===== config.mk =====
export PLATFORM = sky130hd
export DESIGN_NAME = fft_mem_scheduler
export DESIGN_NICKNAME = d
export VERILOG_FILES = /design/src/rtl/fft_mem_scheduler.sv
export SDC_FILE = /design/constraint.sdc
export NUM_CORES = 1
export LEC_CHECK = 0
export BUFFER_PORTS_ARGS = -buffer_cell sky130_fd_sc_hd__clkbuf_2
export CORE_AREA = 2 2 95 97
export CTS_CLUSTER_SIZE = 40
export DETAILED_ROUTE_END_ITERATION = 7
export DIE_AREA = 0 0 97 99
export PLACE_DENSITY = 0.71
export SYNTH_ARGS = -nofsm -noshare
export SYNTH_HDL_FRONTEND = slang
export SYNTH_SLANG_ARGS = --single-unit

===== constraint.sdc =====
create_clock -name clk -period 2.3 [get_ports clk]
set_input_delay 0.23 -clock clk [delete_from_list [all_inputs] [get_ports clk]]
set_output_delay 0.23 -clock clk [all_outputs]
set_load 0.03 [all_outputs]

===== src/rtl/fft_mem_scheduler.sv =====
// Phase scheduler and single-port arbiter for the FFT working RAM.
// Hands the RAM port to the loader, then the FFT engine, then the readout.
module fft_mem_scheduler #(
    parameter int ADDR_W = 11,
    parameter int DATA_W = 32,
    parameter int BITREV = 1
) (
    input  logic              clk,
    input  logic              reset,
    input  logic              start,
    output logic              busy,
    output logic [1:0]        phase,
    output logic              frame_done,
    input  logic              ld_valid,
    output logic              ld_ready,
    input  logic [DATA_W-1:0] ld_data,
    output logic              fft_start,
    input  logic              fft_valid,
    output logic              fft_ready,
    input  logic              fft_we,
    input  logic [ADDR_W-1:0] fft_addr,
    input  logic [DATA_W-1:0] fft_wdata,
    output logic [DATA_W-1:0] fft_rdata,
    output logic              fft_rvalid,
    input  logic              fft_done,
    input  logic              rd_valid,
    output logic              rd_ready,
    output logic [DATA_W-1:0] rd_rdata,
    output logic              rd_rvalid,
    output logic [ADDR_W-1:0] rd_index,
    output logic              mem_ce,
    output logic              mem_wre,
    output logic [ADDR_W-1:0] mem_ad,
    output logic [DATA_W-1:0] mem_din,
    input  logic [DATA_W-1:0] mem_dout
);

    typedef enum logic [1:0] {
        IDLE    = 2'd0,
        LOAD    = 2'd1,
        COMPUTE = 2'd2,
        UNLOAD  = 2'd3
    } phase_t;

    localparam logic [ADDR_W-1:0] LAST = '1;

    phase_t            state;
    logic [ADDR_W-1:0] cnt;
    logic [ADDR_W-1:0] cnt_rev;
    logic              rvalid_q;
    logic              tag_q;    // 1 = outstanding read belongs to readout
    logic              ld_acc;
    logic              fft_acc;
    logic              rd_acc;
    logic              fft_rd_acc;

    assign phase     = state;
    assign busy      = (state != IDLE);
    assign ld_ready  = (state == LOAD);
    assign fft_ready = (state == COMPUTE);
    assign rd_ready  = (state == UNLOAD);

    assign ld_acc     = ld_valid  & ld_ready;
    assign fft_acc    = fft_valid & fft_ready;
    assign rd_acc     = rd_valid  & rd_ready;
    assign fft_rd_acc = fft_acc & ~fft_we;

    assign frame_done = rd_acc & (cnt == LAST);

    assign fft_rdata  = mem_dout;
    assign rd_rdata   = mem_dout;
    assign fft_rvalid = rvalid_q & ~tag_q;
    assign rd_rvalid  = rvalid_q &  tag_q;

    always_comb begin
        cnt_rev = '0;
        for (int unsigned i = 0; i < ADDR_W; i++) begin
            cnt_rev[i] = cnt[ADDR_W-1-i];
        end
    end

    always_comb begin
        mem_ce  = ld_acc | fft_acc | rd_acc;
        mem_wre = ld_acc | (fft_acc & fft_we);
        mem_ad  = '0;
        mem_din = '0;
        if (ld_acc) begin
            mem_ad  = cnt;
            mem_din = ld_data;
        end else if (fft_acc) begin
            mem_ad  = fft_addr;
            mem_din = fft_wdata;
        end else if (rd_acc) begin
            mem_ad  = (BITREV != 0) ? cnt_rev : cnt;
        end
    end

    always_ff @(posedge clk) begin
        if (reset) begin
            state     <= IDLE;
            cnt       <= '0;
            fft_start <= 1'b0;
            rvalid_q  <= 1'b0;
            tag_q     <= 1'b0;
            rd_index  <= '0;
        end else begin
            fft_start <= 1'b0;
            // Return path stays live across the UNLOAD->IDLE edge so the last read is delivered.
            rvalid_q  <= rd_acc | fft_rd_acc;
            if (rd_acc | fft_rd_acc) tag_q <= rd_acc;
            if (rd_acc) rd_index <= cnt;

            case (state)
                IDLE: begin
                    if (start) begin
                        state <= LOAD;
                        cnt   <= '0;
                    end
                end
                LOAD: begin
                    if (ld_acc) begin
                        cnt <= cnt + 1'b1;
                        if (cnt == LAST) begin
                            state     <= COMPUTE;
                            fft_start <= 1'b1;
                        end
                    end
                end
                COMPUTE: begin
                    if (fft_done) begin
                        state <= UNLOAD;
                        cnt   <= '0;
                    end
                end
                UNLOAD: begin
                    if (rd_acc) begin
                        cnt <= cnt + 1'b1;
                        if (cnt == LAST) state <= IDLE;
                    end
                end
                default: state <= IDLE;
            endcase
        end
    end

endmodule


==> run_summary.xml <==
<?xml version="1.0" encoding="UTF-8"?>
<metrics>
  <group name="floorplanning">
    <metric name="ios" unit="">245</metric>
    <metric name="die_width" unit="um">97</metric>
    <metric name="die-area" unit="um2">9603</metric>
    <metric name="die_height" unit="um">99</metric>
    <metric name="core_area" unit="um2">8551</metric>
    <metric name="start_util" unit="%">26.82</metric>
    <metric name="row_count" unit="">34</metric>
  </group>
  <group name="grt">
    <metric name="grt_util_met1" unit="%">19.66</metric>
    <metric name="grt_first_pass_wirelength" unit="mm">12.28</metric>
    <metric name="gr-total-overflow" unit="">0</metric>
    <metric name="grt_util_all_layers" unit="%">15.82</metric>
    <metric name="use_met2" unit="%">27.19</metric>
    <metric name="number_of_antenna_violations_at_the_first_check_in_global_routing" unit="">1</metric>
    <metric name="grt_max_degree" unit="">34</metric>
    <metric name="grt_busiest_layer" unit="">met2</metric>
    <metric name="met3_usage" unit="%">4.894</metric>
    <metric name="grt_pass1_vias" unit="">2278</metric>
  </group>
  <group name="sta">
    <metric name="relative_slew_slack" unit="%">53.94</metric>
    <metric name="grt_setup_unrepaired" unit="">false</metric>
    <metric name="final_critical_path_setup_slack" unit="ps">139.5</metric>
    <metric name="fmax" unit="MHz">462.9</metric>
    <metric name="finalCriticalPeriod" unit="ps">2160</metric>
    <metric name="setup_viol" unit="">0</metric>
    <metric name="totalNegativeSetupSlack" unit="ps">0</metric>
    <metric name="slew_viol_final" unit="">0</metric>
    <metric name="post-route-period-util" unit="%">93.93</metric>
    <metric name="skew" unit="ps">9.011</metric>
    <metric name="timing.final.hold_violations" unit="">0</metric>
    <metric name="worst_slew_pin_slew" unit="ps">690.9</metric>
  </group>
  <group name="clock_tree">
    <metric name="cts.clk_slew.worst_paths" unit="ps">100</metric>
    <metric name="insertion_delay" unit="ps">280</metric>
    <metric name="cts_inserted_buffers" unit="">3</metric>
    <metric name="ctsLongestPathBuffers" unit="">2</metric>
    <metric name="cts_htree_levels" unit="">1</metric>
    <metric name="cts.root.buffer_cell" unit="">sky130_fd_sc_hd__clkbuf_8</metric>
    <metric name="tritoncts_clock_tree" unit="">done</metric>
    <metric name="cts.sinks" unit="">27</metric>
    <metric name="cts_hold_buf" unit="">0</metric>
  </group>
  <group name="worst_setup_path">
    <metric name="worst-endpoint-required" unit="ps">2070</metric>
    <metric name="timing.critical_path.cells" unit="">inv_1 &gt; ha_2 &gt; and2_2 &gt; nor3_1 &gt; a21oi_1 &gt; o21ai_2 &gt; clkbuf_2</metric>
    <metric name="crit_fanout" unit="">15</metric>
    <metric name="critPathArrivalTime" unit="ps">1930</metric>
    <metric name="crit_family" unit="">simple AND/OR/NAND/NOR gates</metric>
    <metric name="cp_num_buf_inv" unit="">2</metric>
    <metric name="timing.setup.critical_path_class" unit="">flop to primary output</metric>
    <metric name="crit_path_start_kind" unit="">flop</metric>
    <metric name="timing.critical_path.to_type" unit="">primary output</metric>
    <metric name="cpMaxStageDelayCell" unit="">sky130_fd_sc_hd__dfxtp_2</metric>
    <metric name="slowest_delay" unit="ps">380</metric>
  </group>
  <group name="logic_synthesis">
    <metric name="synth_top_family_by_area" unit="">compound AO/OA/AOI/OAI gates</metric>
    <metric name="post_synth_and_or_nand_nor_area_fraction" unit="%">20.46</metric>
    <metric name="syn_nets" unit="">428</metric>
    <metric name="yosysSeqAreaShare" unit="%">23.57</metric>
    <metric name="synthMuxAreaShare" unit="%">0</metric>
    <metric name="ys.warnings.count" unit="">0</metric>
    <metric name="synth-edff-count" unit="">0</metric>
    <metric name="fraction_of_the_mapped_netlist_area_in_compound_gates" unit="%">27.06</metric>
    <metric name="syn_area_per_cell" unit="um2">7.446</metric>
    <metric name="dominantRegCellSynth" unit="">sky130_fd_sc_hd__dfxtp_1</metric>
    <metric name="synthCells" unit="">308</metric>
    <metric name="synthesis.area" unit="um2">2293</metric>
    <metric name="yosysUniqueCellTypes" unit="">37</metric>
    <metric name="synth_fa_ha_area_share" unit="%">2.728</metric>
    <metric name="postSynthRegisterBits" unit="">27</metric>
    <metric name="async_reset_ff_share" unit="%">0</metric>
    <metric name="yosys.area_share.xor_xnor" unit="%">0.3819</metric>
  </group>
  <group name="power_and_ir_drop">
    <metric name="power.share.combinational" unit="%">66.3</metric>
    <metric name="switching_power_as_a_share_of_total_power" unit="%">51.80</metric>
    <metric name="power.density" unit="nW/um2">838.4</metric>
    <metric name="seq_power_share" unit="%">22.2</metric>
    <metric name="power.leakage" unit="uW">0.001302</metric>
    <metric name="fin_total_pwr" unit="uW">2391</metric>
    <metric name="p_clk_share" unit="%">11.5</metric>
    <metric name="switching_power" unit="uW">1238</metric>
    <metric name="max-vdd-ir-drop" unit="uV">597.0</metric>
    <metric name="power_report.internal_total" unit="uW">1152</metric>
  </group>
  <group name="placement">
    <metric name="place_hpwl" unit="mm">6.792</metric>
    <metric name="post_place_worst_slack" unit="ps">214.7</metric>
    <metric name="numPortBuffers" unit="">148</metric>
    <metric name="place.detailed.instances" unit="">489</metric>
    <metric name="place_congestion" unit="">0.8421</metric>
  </group>
  <group name="outcome">
    <metric name="run_status" unit="">completed</metric>
  </group>
  <group name="detailed_routing">
    <metric name="postRouteAntennaNets" unit="">0</metric>
    <metric name="drt_first_pass_iters" unit="">4</metric>
    <metric name="drc_errors" unit="">0</metric>
    <metric name="drt_iter0_markers" unit="">152</metric>
    <metric name="wl_per_cell" unit="um">17.09</metric>
    <metric name="wirelength" unit="mm">8.458</metric>
    <metric name="via_per_inst" unit="">5.095</metric>
    <metric name="routed-via-count" unit="">2522</metric>
  </group>
  <group name="finish">
    <metric name="post-route-util" unit="%">33.35</metric>
    <metric name="post_route_cells_drive_above_1_share" unit="%">50.00</metric>
    <metric name="total_nets_final" unit="">507</metric>
    <metric name="mostFrequentLayoutCell" unit="">sky130_fd_sc_hd__clkbuf_2</metric>
    <metric name="layout.cells.most_common_list" unit="">sky130_fd_sc_hd__clkbuf_2 (143), sky130_fd_sc_hd__nand2_1 (46), sky130_fd_sc_hd__a21oi_1 (27), sky130_fd_sc_hd__dfxtp_1 (25), sky130_fd_sc_hd__a22o_1 (23)</metric>
    <metric name="areaGrowthSynthToFinish" unit="%">24.33</metric>
    <metric name="post_layout_nonfiller_instances" unit="">495</metric>
    <metric name="number_of_filler_instances_in_the_final_layout" unit="">925</metric>
  </group>
  <group name="job">
    <metric name="maxCapViolCount" unit="">0</metric>
  </group>
  <group name="hold_path">
    <metric name="hp-class" unit="">input pin to flop</metric>
  </group>
</metrics>
-- final cells by class --
| type | count | area [um2] | share of cell area [%] |
|---|---|---|---|
| Antenna cell | 1 | 2.502 | 0.08776 |
| Clock buffer | 4 | 45.04 | 1.580 |
| Inverter | 7 | 26.28 | 0.9215 |
| Multi-Input combinational cell | 191 | 1244 | 43.62 |
| Sequential cell | 27 | 543.0 | 19.04 |
| Tap cell | 108 | 135.1 | 4.739 |
| Timing Repair Buffer | 157 | 855.8 | 30.01 |
-- routing by layer --
| layer | part of all wire [%] | wire length [um] |
|---|---|---|
| met3 | 10 | 845 |
| met1 | 40 | 3395 |
| met5 | 0 | 0 |
| met2 | 49 | 4132 |
| met4 | 1.0 | 85 |
-- cell usage after synthesis (all sizes together), types with 4 or more instances --
cell type   n  area [um2]
or4         4       30.03
nor3        4       20.02
a22o       33       289.0
inv         7       26.28
or3         4       26.28
and2        5       31.28
buf        68       505.5
nand2      46       172.7
a21oi      27       135.1
clkbuf     15       60.06
nor2       12       45.04
a31oi       8       50.05
nand3      13       77.58
dfxtp      27       540.5
ha          5       62.56
o31ai       5       37.54
o21ai       7       35.03
-- power by group through the flow --
stage | Combinational (uW) | Clock [uW] | Sequential (uW)
2_1_floorplan | 1260 | 0 | 569
3_3_place_gp | 1520 | 0 | 536
3_5_place_dp | 1540 | 0 | 539
4_1_cts | 1550 | 286 | 527
5_1_grt | 1690 | 300 | 536
6_report | 1590 | 274 | 531
-- per-stage QoR --
| step | hold slack [ps] | instance area (um2) |
|---|---|---|
| after floorplan | 437.2 | 2366 |
| after global placement | 444.9 | 2750 |
| after detailed placement | 447.0 | 2750 |
| after CTS | 247.4 | 2798 |
| after global routing | 258.6 | 2851 |
| final | 257.2 | 2851 |
-- path summary, 6_finish.rpt --
kind	start	to	slack, ps	cells after the start
max	phase[0]$_SDFFE_PP0P_	mem_ad[4]	140	7
min	fft_we	rvalid_q$_SDFF_PP0_	260	3
max reg2reg	phase[0]$_SDFFE_PP0P_	cnt[7]$_SDFFE_PP0P_	250	6
min reg2reg	rd_index[0]$_SDFFE_PP0N_	rd_index[0]$_SDFFE_PP0N_	460	2
-- state kept, by name (all words and copies together) (netlist names) --
register and count:
fft_start 1, phase 2, rd_index 11, cnt 11, tag_q 1, rvalid_q 1
-- tightest hold or removal path: stages --
cell and delay [ps]:
sky130_fd_sc_hd__clkbuf_2 90, sky130_fd_sc_hd__nand2b_1 110, sky130_fd_sc_hd__a21oi_1 60
-- cells by family after synthesis --
group,after synthesis
buffers and inverters,90
AO/OA/AOI/OAI,87
XOR/XNOR,1
AND/OR/NAND/NOR,98
flip-flops,27
adder cells (fa/ha/maj),5
-- repair_timing --
action,4_1_cts,5_1_grt
gates resized for setup,2,15
gates cloned,0,1
setup endpoints to repair,9,36
setup buffers,0,0
pin swaps,0,1
(Power assumes the default switching activity.)
